File: src/rtl/mips_avalon_master.sv
// rtl/mips_avalon_master.sv - single-outstanding Avalon-MM master for the MIPS core bus port
module mips_avalon_master #(
    parameter int unsigned TIMEOUT      = 0,
    parameter logic [31:0] RESET_VECTOR = 32'hBFC00000
) (
    input  logic        clk,
    input  logic        rst,
    input  logic        req_valid,
    output logic        req_ready,
    input  logic        req_write,
    input  logic [31:0] req_addr,
    input  logic [31:0] req_wdata,
    input  logic [3:0]  req_byteenable,
    output logic        resp_valid,
    output logic [31:0] resp_rdata,
    output logic        resp_err,
    output logic        timeout,
    output logic [31:0] address,
    output logic        read,
    output logic        write,
    output logic [31:0] writedata,
    output logic [3:0]  byteenable,
    input  logic        waitrequest,
    input  logic [31:0] readdata
);

    typedef enum logic [1:0] {IDLE, BUS, RESP} state_t;

    state_t      state, state_next;
    logic        accept;
    logic        reject;
    logic [31:0] wait_cnt;
    logic [31:0] wait_inc;

    assign accept   = (state == IDLE) && req_valid;
    assign reject   = (req_addr[1:0] != 2'b00) || (req_write && (req_byteenable == 4'b0000));
    assign wait_inc = (wait_cnt == 32'hFFFF_FFFF) ? wait_cnt : wait_cnt + 32'd1;

    always_ff @(posedge clk or posedge rst) begin
        if (rst) state <= IDLE;
        else     state <= state_next;
    end

    always_comb begin
        state_next = state;
        req_ready  = 1'b0;
        resp_valid = 1'b0;
        case (state)
            IDLE: begin
                req_ready = 1'b1;
                if (req_valid) state_next = reject ? RESP : BUS;
            end
            BUS: begin
                if (!waitrequest) state_next = RESP;
            end
            RESP: begin
                resp_valid = 1'b1;
                state_next = IDLE;
            end
            default: state_next = IDLE;
        endcase
    end

    // Bus outputs only change at acceptance or completion, so they stay frozen while waitrequest is high.
    always_ff @(posedge clk or posedge rst) begin
        if (rst) begin
            address    <= RESET_VECTOR;
            writedata  <= 32'd0;
            byteenable <= 4'b0000;
            read       <= 1'b0;
            write      <= 1'b0;
            resp_rdata <= 32'd0;
            resp_err   <= 1'b0;
            timeout    <= 1'b0;
            wait_cnt   <= 32'd0;
        end else if (accept) begin
            if (reject) begin
                resp_err   <= 1'b1;
                resp_rdata <= 32'd0;
            end else begin
                address    <= req_addr;
                writedata  <= req_wdata;
                byteenable <= req_write ? req_byteenable : 4'b1111;
                read       <= !req_write;
                write      <= req_write;
                resp_err   <= 1'b0;
                wait_cnt   <= 32'd0;
            end
        end else if (state == BUS) begin
            if (waitrequest) begin
                wait_cnt <= wait_inc;
                // Flag only; the transfer cannot be abandoned while the slave stalls.
                if ((TIMEOUT != 0) && (wait_inc >= TIMEOUT)) timeout <= 1'b1;
            end else begin
                read  <= 1'b0;
                write <= 1'b0;
                if (read) resp_rdata <= readdata;
            end
        end
    end

endmodule
File: config.mk
export PLATFORM = sky130hd
export DESIGN_NAME = mips_avalon_master
export DESIGN_NICKNAME = d
export VERILOG_FILES = /design/src/rtl/mips_avalon_master.sv
export SDC_FILE = /design/constraint.sdc
export NUM_CORES = 1
export LEC_CHECK = 0
export CAP_MARGIN = 20
export CORE_ASPECT_RATIO = 0.7
export CORE_MARGIN = 4
export CORE_UTILIZATION = 43
export DETAILED_ROUTE_END_ITERATION = 10
export PLACE_DENSITY_LB_ADDON = 0.2
export REMOVE_ABC_BUFFERS = 1
export SYNTH_ARGS = -nofsm -noshare
export SYNTH_HDL_FRONTEND = slang
export SYNTH_SLANG_ARGS = --single-unit
export TNS_END_PERCENT = 1
File: constraint.sdc
create_clock -name clk -period 5 [get_ports clk]
set_clock_uncertainty 0.1 [all_clocks]
set_input_delay 0.75 -clock clk [delete_from_list [all_inputs] [get_ports clk]]
set_output_delay 0.75 -clock clk [all_outputs]
set_load 0.005 [all_outputs]
Word level (Yosys, flattened, before mapping) --
Cells that the tools add are included.
Word-level totals: flip-flop bits (word level) 105, input bits 105, output and inout bits 106, logic and storage cells 48
Operators by class: equal/unequal tests 7, muxes and demuxes 19, bitwise gates (word level) 1, reductions and logical operators 13
Operator list (count):
- 32-bit two-way mux | 5
- 1-bit two-way mux | 9
- 2-bit two-way mux | 3
- 2-bit inequality test, second input constant | 3
- 2-bit nonzero test | 3
- 4-bit zero test | 1
- 4-bit two-way mux | 1
- 2-bit by 1-bit inequality test with 1-bit output, second input constant | 2
- 2-bit case mux with 2 select lines | 1
- 2-bit AND reduction | 2
- 4-bit AND reduction | 1
- 3-bit AND reduction | 1
- 2-bit by 1-bit equality test with 1-bit output, second input constant | 1
- 2-bit equality test, second input constant | 1
- 1-bit logical AND | 2
- 2-bit zero test | 1
- 1-bit zero test | 1
- 1-bit logical OR | 1
- 1-bit inverter | 1

Depth between registers and ports, before layout --
word-level depth 6, mapped depth 6, gate-level depth less buffers 3

Least setup slack after synthesis --
Ideal clock, no wire load.
path kind input-to-reg, from in req_byteenable[0], to reg address[10], setup time 0.125 ns, arrival time 2.168 ns, required time 4.775 ns, path slack 2.607 ns, stages 4, path buffers 1, cell sequence or4b_4 o211ai_4 buf_6 mux2_2
Between the ends: word-level cells in the longest chain between the ends 5
Ends and longest elaborated chain:
- from (decl) | line 13 | input logic [3:0] req_byteenable,
- 4-bit zero test | line 36 | assign reject = (req_addr[1:0] != 2'b00) || (req_write && (req_byteenable == 4'b0000));
- 1-bit logical AND | line 36
- 1-bit logical OR | line 36
- 1-bit inverter (no source line)
- 2-bit AND reduction (no source line)
- to (signal assigned) | line 81 | address <= req_addr;
- to (decl) | line 18 | output logic [31:0] address,
Every way passes these cells. A chain may end at the register's enable or synchronous reset.

Worst setup path after layout --
from in req_write, to reg writedata[30]
Between the ends: word-level cells in the longest chain between the ends 4
Ends and longest elaborated chain:
- from (decl) | line 10 | input logic req_write,
- 1-bit logical AND | line 36
- 1-bit logical OR | line 36
- 1-bit inverter (no source line)
- 2-bit AND reduction (no source line)
- to (signal assigned) | line 82 | writedata <= req_wdata;
- to (decl) | line 21 | output logic [31:0] writedata,
Every way passes these cells.

==> impl_metrics.toml <==
[clocking]
numCtsBuffers = 9
clock_tree.root_cell = "clkbuf_16"
max-clock-path-buffers = 2
number_of_gates_given_a_new_drive_strength_after_cts = 0
htree_num_levels = 3
clock_sink_count = 105
clk-insertion-delay-late_ps = 330
clk_pin_slew_ps = 70
cts_tree = "built"
postCtsSetupRepairBufs = 0
number_of_hold_repair_buffers_added_at_the_cts_stage = 0

[power]
fin_total_pwr_mw = 2.58
static-leakage-power_nw = 2.77
power.density_mw_per_mm2 = 384
irDropWorstVdd_uv = 271

[global_routing]
grt_start_max_net_pins = 69
grt.overflow.total = 0
grt_use_met3_pct = 5.47
grt-busiest-layer = "met2"
grt_pass1_wl_mm = 18.0
grt_util_all_layers_pct = 19.6
grt_pass1_vias = 3379
antenna_found_initial = 0
globalRouteMet2Util_pct = 32.2
met1_usage_pct = 24.5

[die]
start_util_pct = 44.0
placement_rows = 30
coreArea_mm2 = 0.00965
ios = 211
floorplan.die.height_um = 91.1
die_area_mm2 = 0.0116
die_x_um = 127

[yosys]
synth_largest_area_cell = "dfrtp_1"
dominantRegCellSynth = "dfrtp_1"
asyncSetResetFlopFracSynth_pct = 100
yosys.cell_count.top_type = "dfrtp_1"
yosysSeqAreaShare_pct = 62.2
yosys_warn_count = 1
syn_area_per_cell_um2 = 13.2
synth_top_cells_by_area = "dfrtp_1 (57%), mux2_2 (18%), nand2_1 (6.0%)"
synth.ff_latch_count = 105
synth_commonest_cells = "dfrtp_1 (96), nand2_1 (68), mux2_2 (66)"
synth_top_cell_area_share_pct = 56.6
synth_cell_types = 29
synth_area_mm2 = 0.00425
synth-edff-count = 0
netlist_instances = 321

[final_layout]
footprint_of_the_multi_input_gates_mm2 = 0.00147
post-route-cell-area_mm2 = 0.00671
num-nets-final = 629
area.sequential_mm2 = 0.00264
area.growth.synth_to_final_pct = 58.1
layout.core_utilization_pct = 69.6
diodes = 0
drive_gt1_share_pct = 19.5
final.fill_count = 687

[setup_path]
critPathArrivalTime_ps = 3160
crit_path_end_kind = "register"
worstPathMaxFanout = 56
required_ps = 5120
worst-setup-path-type = "input port to register"
worstSetupStartpointType = "input port"

[detailed_routing]
routedWlPerCell_um = 17.0
detail_route.first_pass.iterations = 4
route.final.wire_length_mm = 11.2
via_count = 3255
route.detailed.drc = 0
post_drt_via_cell_ratio = 4.95
first_iter_violations = 125
detail-route-antenna-nets = 0

[sta]
grt_setup_unrepaired = "no"
period_share_pct = 60.7
timing_worst_slew_pin_value_ps = 821
max_freq_mhz = 329
fin_tns_setup_ps = 0
holdWs_ps = 394
slew_violations = 0
finalCriticalPeriod_ps = 3040
final-hold-violation-count = 0
slew_headroom_pct = 45.3
final-setup-viol-count = 0

[place]
dp_hpwl_mm = 8.22
finalWeightedCongestion = 0.784
port_buffers = 209
detailed_place.area_mm2 = 0.00643

[flow_run]
maxCapViolations = 0

[status]
outcome = "complete, no violations"

[worst_hold_path]
min_path_type = "register to register"
-- flip-flops by register name (all words and copies together), names as in the netlist --
name,flops
write,1
resp_err,1
byteenable,4
state,2
read,1
resp_rdata,32
writedata,32
address,32
-- metal layers --
metal	share of wire, %	vias to the layer above
li1	-	1515
met1	41	1593
met2	50	119
met3	5.8	28
met4	2.8	0
met5	0	-
-- final cells by class --
| cell class | instances | area share (%) |
|---|---|---|
| repair buffers | 215 | 32.0 |
| inverters | 3 | 0.205 |
| clock buffers | 11 | 3.62 |
| flip-flops and latches | 105 | 39.3 |
| well taps | 128 | 2.39 |
| multi-input cells | 190 | 21.9 |
| clock inverters | 5 | 0.578 |
-- kinds of logic (layout without fill, tap and decap cells) --
logic type	after synthesis	count (layout)	share of synthesized area [%]
compound gates	36	36	6.66
buf+inv	26	234	3.71
flops	105	105	62.2
mux	68	68	18.0
other cells	1	1	0.0883
simple gates	85	85	9.40
-- cell usage in the layout, fill, tap and decap left out, types with 2 or more instances in the layout --
| master | n |
|---|---|
| nand2_1 | 68 |
| or2b_1 | 3 |
| dfrtp_1 | 96 |
| dfstp_2 | 9 |
| nor2_1 | 2 |
| o31ai_1 | 32 |
| mux2_2 | 66 |
| buf_4 | 5 |
| clkinvlp_4 | 4 |
| and2_1 | 2 |
| clkbuf_16 | 9 |
| clkdlybuf4s50_1 | 209 |
| mux2i_1 | 2 |
| inv_1 | 2 |
-- metrics by stage --
step | worst slack, ps | std cells
after floorplan | 1310 | 298
after global placement | 1660 | 641
after detailed placement | 1590 | 641
after CTS | 1960 | 657
after global routing | 1840 | 657
final | 1960 | 657
-- path summary, 6_finish.rpt --
path	startpoint	to	slack, ps	depth (start not counted)
min in group asynchronous	rst	byteenable[2]$_DFFE_PP0P_	810	2
setup reg to reg	state[0]$_DFFE_PP0P_	writedata[30]$_DFFE_PP0P_	2780	4
hold / removal	address[1]$_DFFE_PP0P_	address[1]$_DFFE_PP0P_	390	1
hold reg to reg	address[1]$_DFFE_PP0P_	address[1]$_DFFE_PP0P_	390	1
setup / recovery	req_write	writedata[30]$_DFFE_PP0P_	1960	5
max in group asynchronous	rst	resp_err$_DFFE_PP0P_	2940	3
-- power breakdown --
| part | leakage (nW) | internal [mW] | total (mW) | switching [mW] |
|---|---|---|---|---|
| Sequential | 1.30 | 1.06 | 1.16 | 0.102 |
| Combinational | 1.34 | 0.534 | 0.759 | 0.225 |
| Clock | 0.124 | 0.353 | 0.660 | 0.306 |
| Total | 2.77 | 1.94 | 2.58 | 0.633 |
-- worst max-delay path: stages --
cell and delay [ps]:
clkdlybuf4s50_1 560, or4b_4 530, o211ai_4 540, buf_12 360, mux2_2 380
Power figures use the tool's default switching activity.
